==> src/rtl/pipeline_hazard_ctrl_if.sv <==
// Decode-to-hazard-control bundle: decode-stage instruction fields and the
// EX branch outcome flow in; stall, flush, bubble, hold and busy controls
// plus the FSM state code flow out.
// Ports: master = decode side (drives id_*/branch_taken), slave = controller.
interface pipeline_hazard_ctrl_if #(
    parameter int N = 3
);
    logic         id_valid;
    logic [N-1:0] id_src;
    logic [N-1:0] id_dst;
    logic         id_uses_src;
    logic         id_uses_dst;
    logic         id_reg_write;
    logic         id_mem_read;
    logic         id_multi;
    logic         branch_taken;

    logic         pc_stall;
    logic         ifid_stall;
    logic         ifid_flush;
    logic         idex_bubble;
    logic         idex_hold;
    logic         ex_busy;
    logic [1:0]   state_o;

    modport master (
        output id_valid, id_src, id_dst, id_uses_src, id_uses_dst,
               id_reg_write, id_mem_read, id_multi, branch_taken,
        input  pc_stall, ifid_stall, ifid_flush, idex_bubble, idex_hold,
               ex_busy, state_o
    );

    modport slave (
        input  id_valid, id_src, id_dst, id_uses_src, id_uses_dst,
               id_reg_write, id_mem_read, id_multi, branch_taken,
        output pc_stall, ifid_stall, ifid_flush, idex_bubble, idex_hold,
               ex_busy, state_o
    );
endinterface

==> src/rtl/pipeline_hazard_ctrl.sv <==
// Pipeline hazard controller: load-use stall, taken-branch flush, multi-cycle EX freeze.
// Latency: all controls are combinational from state/trackers/current inputs.
// Backpressure: pc_stall/ifid_stall freeze the front end; idex_hold freezes EX for MULCYC-1 cycles.
// Ports: clk, rst (sync, active-high); hz (slave modport) carries decode fields in, controls out.
module pipeline_hazard_ctrl #(
    parameter int N      = 3,
    parameter int MULCYC = 3
) (
    input  logic                  clk,
    input  logic                  rst,
    pipeline_hazard_ctrl_if.slave hz
);
    localparam logic [1:0] S_RUN     = 2'd0;
    localparam logic [1:0] S_LDSTALL = 2'd1;
    localparam logic [1:0] S_MULTI   = 2'd2;

    localparam int            CW       = 4;
    localparam logic [CW-1:0] CNT_LOAD = CW'(MULCYC - 1);

    // Index of each tracker in trk_q.
    localparam int T_EX  = 0;
    localparam int T_MEM = 1;
    localparam int T_WB  = 2;

    typedef struct packed {
        logic         valid;
        logic [N-1:0] dst;
        logic         reg_write;
        logic         mem_read;
    } trk_t;

    logic [1:0]    state_q, state_d;
    logic [CW-1:0] cnt_q, cnt_d;
    trk_t          trk_q [0:2];
    trk_t          dec;

    logic lu;
    logic mul_go;

    logic pc_stall, ifid_stall, ifid_flush, idex_bubble, idex_hold, ex_busy;

    assign dec.valid     = hz.id_valid;
    assign dec.dst       = hz.id_dst;
    assign dec.reg_write = hz.id_reg_write;
    assign dec.mem_read  = hz.id_mem_read;

    // A load sitting in EX whose destination the decode instruction reads.
    assign lu = hz.id_valid && trk_q[T_EX].valid && trk_q[T_EX].mem_read &&
                trk_q[T_EX].reg_write &&
                ((hz.id_uses_src && (hz.id_src == trk_q[T_EX].dst)) ||
                 (hz.id_uses_dst && (hz.id_dst == trk_q[T_EX].dst)));

    assign mul_go = hz.id_valid && hz.id_multi;

    // State register (with the multi-cycle counter).
    always_ff @(posedge clk) begin
        if (rst) begin
            state_q <= S_RUN;
            cnt_q   <= '0;
        end else begin
            state_q <= state_d;
            cnt_q   <= cnt_d;
        end
    end

    // Next-state logic.
    always_comb begin
        state_d = state_q;
        cnt_d   = cnt_q;
        case (state_q)
            S_RUN: begin
                if (hz.branch_taken) begin
                    state_d = S_RUN;
                end else if (lu) begin
                    state_d = S_LDSTALL;
                end else if (mul_go) begin
                    state_d = S_MULTI;
                    cnt_d   = CNT_LOAD;
                end
            end
            S_LDSTALL: begin
                // The stalled instruction now advances; it may itself be a multi op.
                if (mul_go) begin
                    state_d = S_MULTI;
                    cnt_d   = CNT_LOAD;
                end else begin
                    state_d = S_RUN;
                end
            end
            S_MULTI: begin
                cnt_d = cnt_q - CW'(1);
                if (cnt_q <= CW'(1)) begin
                    state_d = S_RUN;
                end
            end
            default: begin
                state_d = S_RUN;
            end
        endcase
    end

    // Output logic. In MULTI, branch_taken and lu are deliberately not looked at.
    always_comb begin
        pc_stall    = 1'b0;
        ifid_stall  = 1'b0;
        ifid_flush  = 1'b0;
        idex_bubble = 1'b0;
        idex_hold   = 1'b0;
        ex_busy     = 1'b0;
        case (state_q)
            S_RUN: begin
                if (hz.branch_taken) begin
                    ifid_flush  = 1'b1;
                    idex_bubble = 1'b1;
                end else if (lu) begin
                    pc_stall    = 1'b1;
                    ifid_stall  = 1'b1;
                    idex_bubble = 1'b1;
                end else if (mul_go) begin
                    // Entry cycle counts toward the MULCYC cycles of occupancy.
                    ex_busy = 1'b1;
                end
            end
            S_MULTI: begin
                pc_stall   = 1'b1;
                ifid_stall = 1'b1;
                idex_hold  = 1'b1;
                ex_busy    = 1'b1;
            end
            default: begin
            end
        endcase
    end

    // Stage trackers. While EX is held, nothing leaves it, so MEM sees a bubble.
    always_ff @(posedge clk) begin
        if (rst) begin
            for (int i = 0; i < 3; i++) begin
                trk_q[i] <= '0;
            end
        end else begin
            trk_q[T_WB]  <= trk_q[T_MEM];
            trk_q[T_MEM] <= idex_hold ? '0 : trk_q[T_EX];
            if (idex_bubble) begin
                trk_q[T_EX] <= '0;
            end else if (!idex_hold) begin
                trk_q[T_EX] <= dec;
            end
        end
    end

    assign hz.pc_stall    = pc_stall;
    assign hz.ifid_stall  = ifid_stall;
    assign hz.ifid_flush  = ifid_flush;
    assign hz.idex_bubble = idex_bubble;
    assign hz.idex_hold   = idex_hold;
    assign hz.ex_busy     = ex_busy;
    assign hz.state_o     = state_q;
endmodule
==> src/flat_wrapper.sv <==
// flat-port wrapper written by rule: the top's interface ports become plain ports
module pipeline_hazard_ctrl_flat 
#(
    parameter int N      = 3,
    parameter int MULCYC = 3
)
  (clk, rst, hz_id_valid, hz_id_src, hz_id_dst, hz_id_uses_src, hz_id_uses_dst, hz_id_reg_write, hz_id_mem_read, hz_id_multi, hz_branch_taken, hz_pc_stall, hz_ifid_stall, hz_ifid_flush, hz_idex_bubble, hz_idex_hold, hz_ex_busy, hz_state_o);
  pipeline_hazard_ctrl_if #(.N(N)) hz_i ();
  input  logic clk;
  input  logic rst;
  input wire logic [$bits(hz_i.id_valid)-1:0] hz_id_valid;
  input wire logic [$bits(hz_i.id_src)-1:0] hz_id_src;
  input wire logic [$bits(hz_i.id_dst)-1:0] hz_id_dst;
  input wire logic [$bits(hz_i.id_uses_src)-1:0] hz_id_uses_src;
  input wire logic [$bits(hz_i.id_uses_dst)-1:0] hz_id_uses_dst;
  input wire logic [$bits(hz_i.id_reg_write)-1:0] hz_id_reg_write;
  input wire logic [$bits(hz_i.id_mem_read)-1:0] hz_id_mem_read;
  input wire logic [$bits(hz_i.id_multi)-1:0] hz_id_multi;
  input wire logic [$bits(hz_i.branch_taken)-1:0] hz_branch_taken;
  output wire logic [$bits(hz_i.pc_stall)-1:0] hz_pc_stall;
  output wire logic [$bits(hz_i.ifid_stall)-1:0] hz_ifid_stall;
  output wire logic [$bits(hz_i.ifid_flush)-1:0] hz_ifid_flush;
  output wire logic [$bits(hz_i.idex_bubble)-1:0] hz_idex_bubble;
  output wire logic [$bits(hz_i.idex_hold)-1:0] hz_idex_hold;
  output wire logic [$bits(hz_i.ex_busy)-1:0] hz_ex_busy;
  output wire logic [$bits(hz_i.state_o)-1:0] hz_state_o;
  assign hz_i.id_valid = hz_id_valid;
  assign hz_i.id_src = hz_id_src;
  assign hz_i.id_dst = hz_id_dst;
  assign hz_i.id_uses_src = hz_id_uses_src;
  assign hz_i.id_uses_dst = hz_id_uses_dst;
  assign hz_i.id_reg_write = hz_id_reg_write;
  assign hz_i.id_mem_read = hz_id_mem_read;
  assign hz_i.id_multi = hz_id_multi;
  assign hz_i.branch_taken = hz_branch_taken;
  assign hz_pc_stall = hz_i.pc_stall;
  assign hz_ifid_stall = hz_i.ifid_stall;
  assign hz_ifid_flush = hz_i.ifid_flush;
  assign hz_idex_bubble = hz_i.idex_bubble;
  assign hz_idex_hold = hz_i.idex_hold;
  assign hz_ex_busy = hz_i.ex_busy;
  assign hz_state_o = hz_i.state_o;
  pipeline_hazard_ctrl #(.N(N), .MULCYC(MULCYC)) u_core (.clk(clk), .rst(rst), .hz(hz_i));
endmodule
==> config.mk <==
export PLATFORM = sky130hd
export DESIGN_NAME = pipeline_hazard_ctrl_flat
export DESIGN_NICKNAME = d
export VERILOG_FILES = /design/src/rtl/pipeline_hazard_ctrl_if.sv /design/src/rtl/pipeline_hazard_ctrl.sv /design/src/flat_wrapper.sv
export SDC_FILE = /design/constraint.sdc
export NUM_CORES = 1
export LEC_CHECK = 0
export ABC_AREA = 0
export CORE_AREA = 2 2 46 48
export CTS_CLUSTER_DIAMETER = 60
export CTS_CLUSTER_SIZE = 20
export DETAILED_ROUTE_END_ITERATION = 8
export DIE_AREA = 0 0 48 50
export PLACE_DENSITY = 0.67
export SYNTH_ARGS = -nofsm -noshare
export SYNTH_HDL_FRONTEND = slang
export SYNTH_SLANG_ARGS = --single-unit
==> constraint.sdc <==
create_clock -name clk -period 1.39 [get_ports clk]
set_input_delay 0.278 -clock clk [delete_from_list [all_inputs] [get_ports clk]]
set_output_delay 0.278 -clock clk [all_outputs]
set_load 0.005 [all_outputs]
Word-level counts from Yosys, hierarchy flattened
Memory sizes are Yosys's and may differ from the RTL's.
Cells that the tools add are included.
{ "op_classes": {"n_addsub": 1, "magnitude_cmp": 1, "n_eq_ne": 8, "n_mux": 37, "bitwise": 4, "reduce_logical": 12} }
{ "op_table": {"columns": ["cell", "n"], "rows": [
  ["6-bit 2-to-1 mux", 5],
  ["1-bit 2-to-1 mux", 20],
  ["4-bit 2-to-1 mux", 3],
  ["4-bit one-hot mux with 3 select lines", 1],
  ["2-bit 2-to-1 mux", 5],
  ["1-bit logical AND", 7],
  ["3-bit equality test", 2],
  ["2-bit one-hot mux with 3 select lines", 1],
  ["4-bit by 1-bit less-or-equal comparator with 1-bit output (second input constant)", 1],
  ["2-bit != test (second input constant)", 2],
  ["4-bit by 2-bit != test with 1-bit output (second input constant)", 1],
  ["1-bit bitwise OR", 4],
  ["1-bit one-hot mux with 2 select lines", 2],
  ["4-bit by 1-bit subtractor with 4-bit output (second input constant)", 1],
  ["3-bit AND reduction", 1],
  ["3-bit nonzero test", 1],
  ["2-bit by 1-bit equality test with 1-bit output (second input constant)", 1],
  ["2-bit equality test (second input constant)", 1],
  ["2-bit zero test", 1],
  ["2-bit by 1-bit != test with 1-bit output (second input constant)", 1],
  ["2-bit AND reduction", 1],
  ["1-bit logical OR", 1]
]} }
{ "word_totals": {"register_bits": 6, "ram_bits": 18, "in_bits": 15, "output_inout_bits": 8, "elab_cells": 66, "memories": 1} }
{ "memory_table": {"columns": ["memory", "words", "word_bits", "rd", "rd_clocked_by_memory_dff", "wr", "line_no", "source"], "rows": [
  ["u_core.trk_q", 3, 6, 2, 0, 3, "pipeline_hazard_ctrl.sv:34", "trk_t trk_q [0:2];"]
]} }

Logic depth before layout (Yosys ltp)
{ "logic_depth": {"word_depth": 12, "ltp_mapped": 5, "depth_no_buf": 5} }

Least setup slack after synthesis
OpenSTA, ideal clock, no wires.
{ "synth_timing": {"kind": "reg2out", "startpoint": "mem u_core.trk_q[0][2] in the netlist's numbering", "endpoint": "out hz_pc_stall", "arrival_time_ps": 1343, "t_required_ps": 1112, "path_slack_ps": -231, "stages_incl_launch_ff": 6, "n_path_buf": 1, "path_cell_list": "edfxtp_1 xnor2_1 nand4_1 a21o_2 o21ai_0 buf_4"} }
{ "synth_rtl": {"columns": ["element", "line_no", "source"], "rows": [
  ["start: declaration", "pipeline_hazard_ctrl.sv:34", null],
  ["end: declaration", "flat_wrapper.sv:20", "output wire logic [$bits(hz_i.pc_stall)-1:0] hz_pc_stall;"]
]} }

Final worst setup path
{ "layout_timing": {"startpoint": "in hz_id_src[1]", "endpoint": "out hz_idex_bubble"} }
{ "layout_between": {"elab_chain_cells": 7} }
{ "layout_rtl": {"columns": ["element", "line_no", "source"], "rows": [
  ["start: declaration", "flat_wrapper.sv:12", "input wire logic [$bits(hz_i.id_src)-1:0] hz_id_src;"],
  ["3-bit equality test", "pipeline_hazard_ctrl.sv:50", "((hz.id_uses_src && (hz.id_src == trk_q[T_EX].dst)) ||"],
  ["1-bit logical AND", "pipeline_hazard_ctrl.sv:50", null],
  ["1-bit logical OR", "pipeline_hazard_ctrl.sv:50", null],
  ["1-bit logical AND", "pipeline_hazard_ctrl.sv:49", "trk_q[T_EX].reg_write &&"],
  ["1-bit 2-to-1 mux", "pipeline_hazard_ctrl.sv:115", "end else if (lu) begin"],
  ["1-bit 2-to-1 mux", "pipeline_hazard_ctrl.sv:112", "if (hz.branch_taken) begin"],
  ["1-bit 2-to-1 mux", "pipeline_hazard_ctrl.sv:110", "case (state_q)"],
  ["end: declaration", "flat_wrapper.sv:23", "output wire logic [$bits(hz_i.idex_bubble)-1:0] hz_idex_bubble;"]
]} }
Every way passes these cells.

==> flow_metrics.py <==
metrics = {
    "power_and_ir_drop": {
        "pwr_density_cell_nw_per_um2": 694,
        "ir_worst_vdd_mv": 0.508,
        "total_power_mw": 0.886,
        "p_leak_nw": 0.504,
    },
    "logic_synthesis": {
        "netlist_area_um2": 701,
        "yosysTopAreaCell": "edfxtp_1",
        "synth-seq-cells": 12,
        "synth_flop_cell": "edfxtp_1",
        "synth.distinct_cells": 30,
        "synth_top_area_share_pct": 25.7,
        "synth_area_leaders": "edfxtp_1, dfxtp_1, xnor2_1, a21boi_0, a311oi_1",
        "avgSynthCellArea_um2": 9.60,
        "synth_fp_nets": 90,
        "yosys_warnings": 0,
        "synth_edf_count": 6,
        "yosysSeqAreaShare_pct": 42.9,
        "synthCells": 73,
        "async_flop_share_pct": 0,
        "synthTopCellsByCount": "a21boi_0, dfxtp_1, edfxtp_1, xnor2_1, a21oi_1",
    },
    "floorplanning": {
        "coreArea_um2": 1900,
        "start_util_pct": 36.8,
        "num_rows": 16,
        "die_y_um": 50,
        "ios": 23,
        "dieArea_um2": 2400,
        "die_x_um": 48,
    },
    "final_layout": {
        "final_cells": 148,
        "fillCellCount": 155,
        "seqCellArea_um2": 303,
        "antenna_cells": 0,
        "drive_gt1_share_pct": 47.1,
        "area_growth_pct": 82.1,
        "multi_input_area_um2": 499,
        "nNetsFinal": 139,
        "final_core_util_pct": 67.1,
    },
    "sta": {
        "rsz0062_at_grt": "true",
        "slew_viol_final": 0,
        "setup_viol_count_final": 18,
        "finalWorstSetupSlack_ns": -0.536,
        "max_slew.worst_pin.slew_ns": 0.364,
        "min_period_ns": 1.93,
        "relSlewSlack_pct": 75.4,
        "min_period_over_period_pct": 139,
        "max_freq_ghz": 0.519,
        "fin_setup_tns_ns": -4.55,
        "final-hold-violation-count": 0,
        "clock_skew_ns": 0.000938,
    },
    "clock_network": {
        "path_clk_slew_ns": 0.08,
        "cts_buffer_depth": 2,
        "numCtsBuffers": 3,
        "cts_sinks": 12,
        "htree_levels": 1,
        "root_buffer": "clkbuf_4",
        "insertion_delay_ns": 0.27,
        "cts_tree": "done",
        "holdBufCountCts": 0,
    },
    "route": {
        "ant_nets": 0,
        "dr.pass1.iters": 5,
        "route.vias.total": 781,
        "drcViolationCount": 0,
        "drtIter0Drc": 22,
        "wl_um": 2210,
        "wl_per_cell_um": 14.9,
        "via_per_inst": 5.28,
    },
    "global_route": {
        "grt_pass1_wl_um": 3510,
        "grt_pass1_vias": 762,
        "grt_overflow": 0,
        "antenna_found_initial": 0,
        "grt_usage_pct": 20.5,
        "grt_max_degree": 9,
    },
    "worst_hold_path": {
        "worst_hold_path_type": "primary input to flip-flop",
    },
    "placed_design": {
        "portBuffers": 22,
        "placed_cells": 136,
        "gp_congestion": 0.786,
        "hpwl_um": 1390,
    },
    "worst_setup_path": {
        "cp.arrival_ns": 1.65,
        "required_ns": 1.11,
        "cp_slowest_cell": "clkdlybuf4s50_1",
        "cp_num_buf_inv": 3,
        "path_max_fanout": 3,
        "crit_path_end_kind": "output port",
        "path_cells": "clkdlybuf4s50_1, xnor2_1, nand4_1, buf_4, a21oi_4, o21a_1, buf_2",
        "startpoint_type": "primary input",
        "crit_family": "buffers and inverters",
        "path_class": "primary input to output port",
        "worst_path_largest_cell_delay_ns": 0.47,
    },
    "run_status": {
        "violations": "negative setup slack",
        "status": "complete, but fails checks",
    },
    "job": {
        "cap_violations": 0,
    },
}
==> logic make-up (layout without fill, tap and decap cells) <==
kind of cell | after synthesis | count (layout) | synth area share (%)
simple gates | 22 | 22 | 16.8
fa+ha+maj | 2 | 2 | 3.57
xor+xnor | 6 | 6 | 7.50
compound gates | 26 | 26 | 26.1
flops | 12 | 12 | 42.9
buf+inv | 5 | 53 | 3.21
==> through the flow <==
stage | cell area [um2] | setup WS [ns] | hold slack [ns]
floorplan | 704 | -0.0962 | 0.450
global placement | 1070 | -0.874 | 0.474
detailed placement | 1070 | -0.877 | 0.477
CTS | 1230 | -0.534 | 0.493
global route | 1280 | -0.674 | 0.512
finish | 1280 | -0.536 | 0.496
==> where the power goes <==
part / total [mW] / leakage, nW / internal, mW / switching, mW
Sequential: 0.415 / 0.120 / 0.397 / 0.0181
Clock: 0.227 / 0.0154 / 0.104 / 0.123
Combinational: 0.243 / 0.369 / 0.137 / 0.106
Total: 0.886 / 0.504 / 0.638 / 0.248
==> timing repair <==
item / in CTS / in global routing
buffers inserted: 8 / 5
pin swaps: 17 / 4
resized for setup: 65 / 11
endpoints found under the setup margin: 26 / 25
==> worst register-to-register path: cells and delay by family, from the launching register on <==
family | cells | cell delay (ns)
flops | 1 | 0.43
xor+xnor | 1 | 0.19
buf+inv | 1 | 0.21
simple gates | 1 | 0.20
compound gates | 2 | 0.74
==> worst paths after layout <==
path                      start                 end  slack [ns]  cells after the start
min                hz_id_dst[1]  u_core.trk_q[0][3]        0.50                      2
max reg2reg  u_core.trk_q[0][2]     u_core.cnt_q[2]       -0.47                      5
min reg2reg     u_core.cnt_q[3]     u_core.cnt_q[3]        0.53                      1
max                hz_id_src[1]      hz_idex_bubble       -0.54                      7
==> sequential cells by signal, indices dropped and copies added, names as in the netlist <==
register	count
u_core.cnt_q	4
u_core.hz.state_o	2
u_core.trk_q	6
==> metal layers <==
layer | global-route usage, % | vias to the layer above | routed length [um]
met5 | 0 | - | 0
met4 | 9.46 | 0 | 42
met3 | 2.56 | 6 | 108
met2 | 34.0 | 32 | 1090
met1 | 24.8 | 367 | 966
li1 | - | 376 | -
==> final cells by class <==
class / instances / share of cell area [%]
repair buffers: 46 / 31.2
inverters: 3 / 1.27
flip-flops and latches: 12 / 23.7
well taps: 27 / 2.65
clock inverters: 1 / 0.294
clock buffers: 3 / 1.76
multi-input cells: 56 / 39.1
==> cell usage in the layout (no fill, tap or decap), types with 4 or more instances in the layout <==
cell type | Yosys | routed
buf_2 | 0 | 5
buf_4 | 1 | 18
buf_6 | 0 | 7
clkdlybuf4s50_1 | 0 | 10
dfxtp_1 | 6 | 4
dlygate4sd2_1 | 0 | 5
edfxtp_1 | 6 | 6
xnor2_1 | 6 | 6
Power figures use the tool's default switching activity.
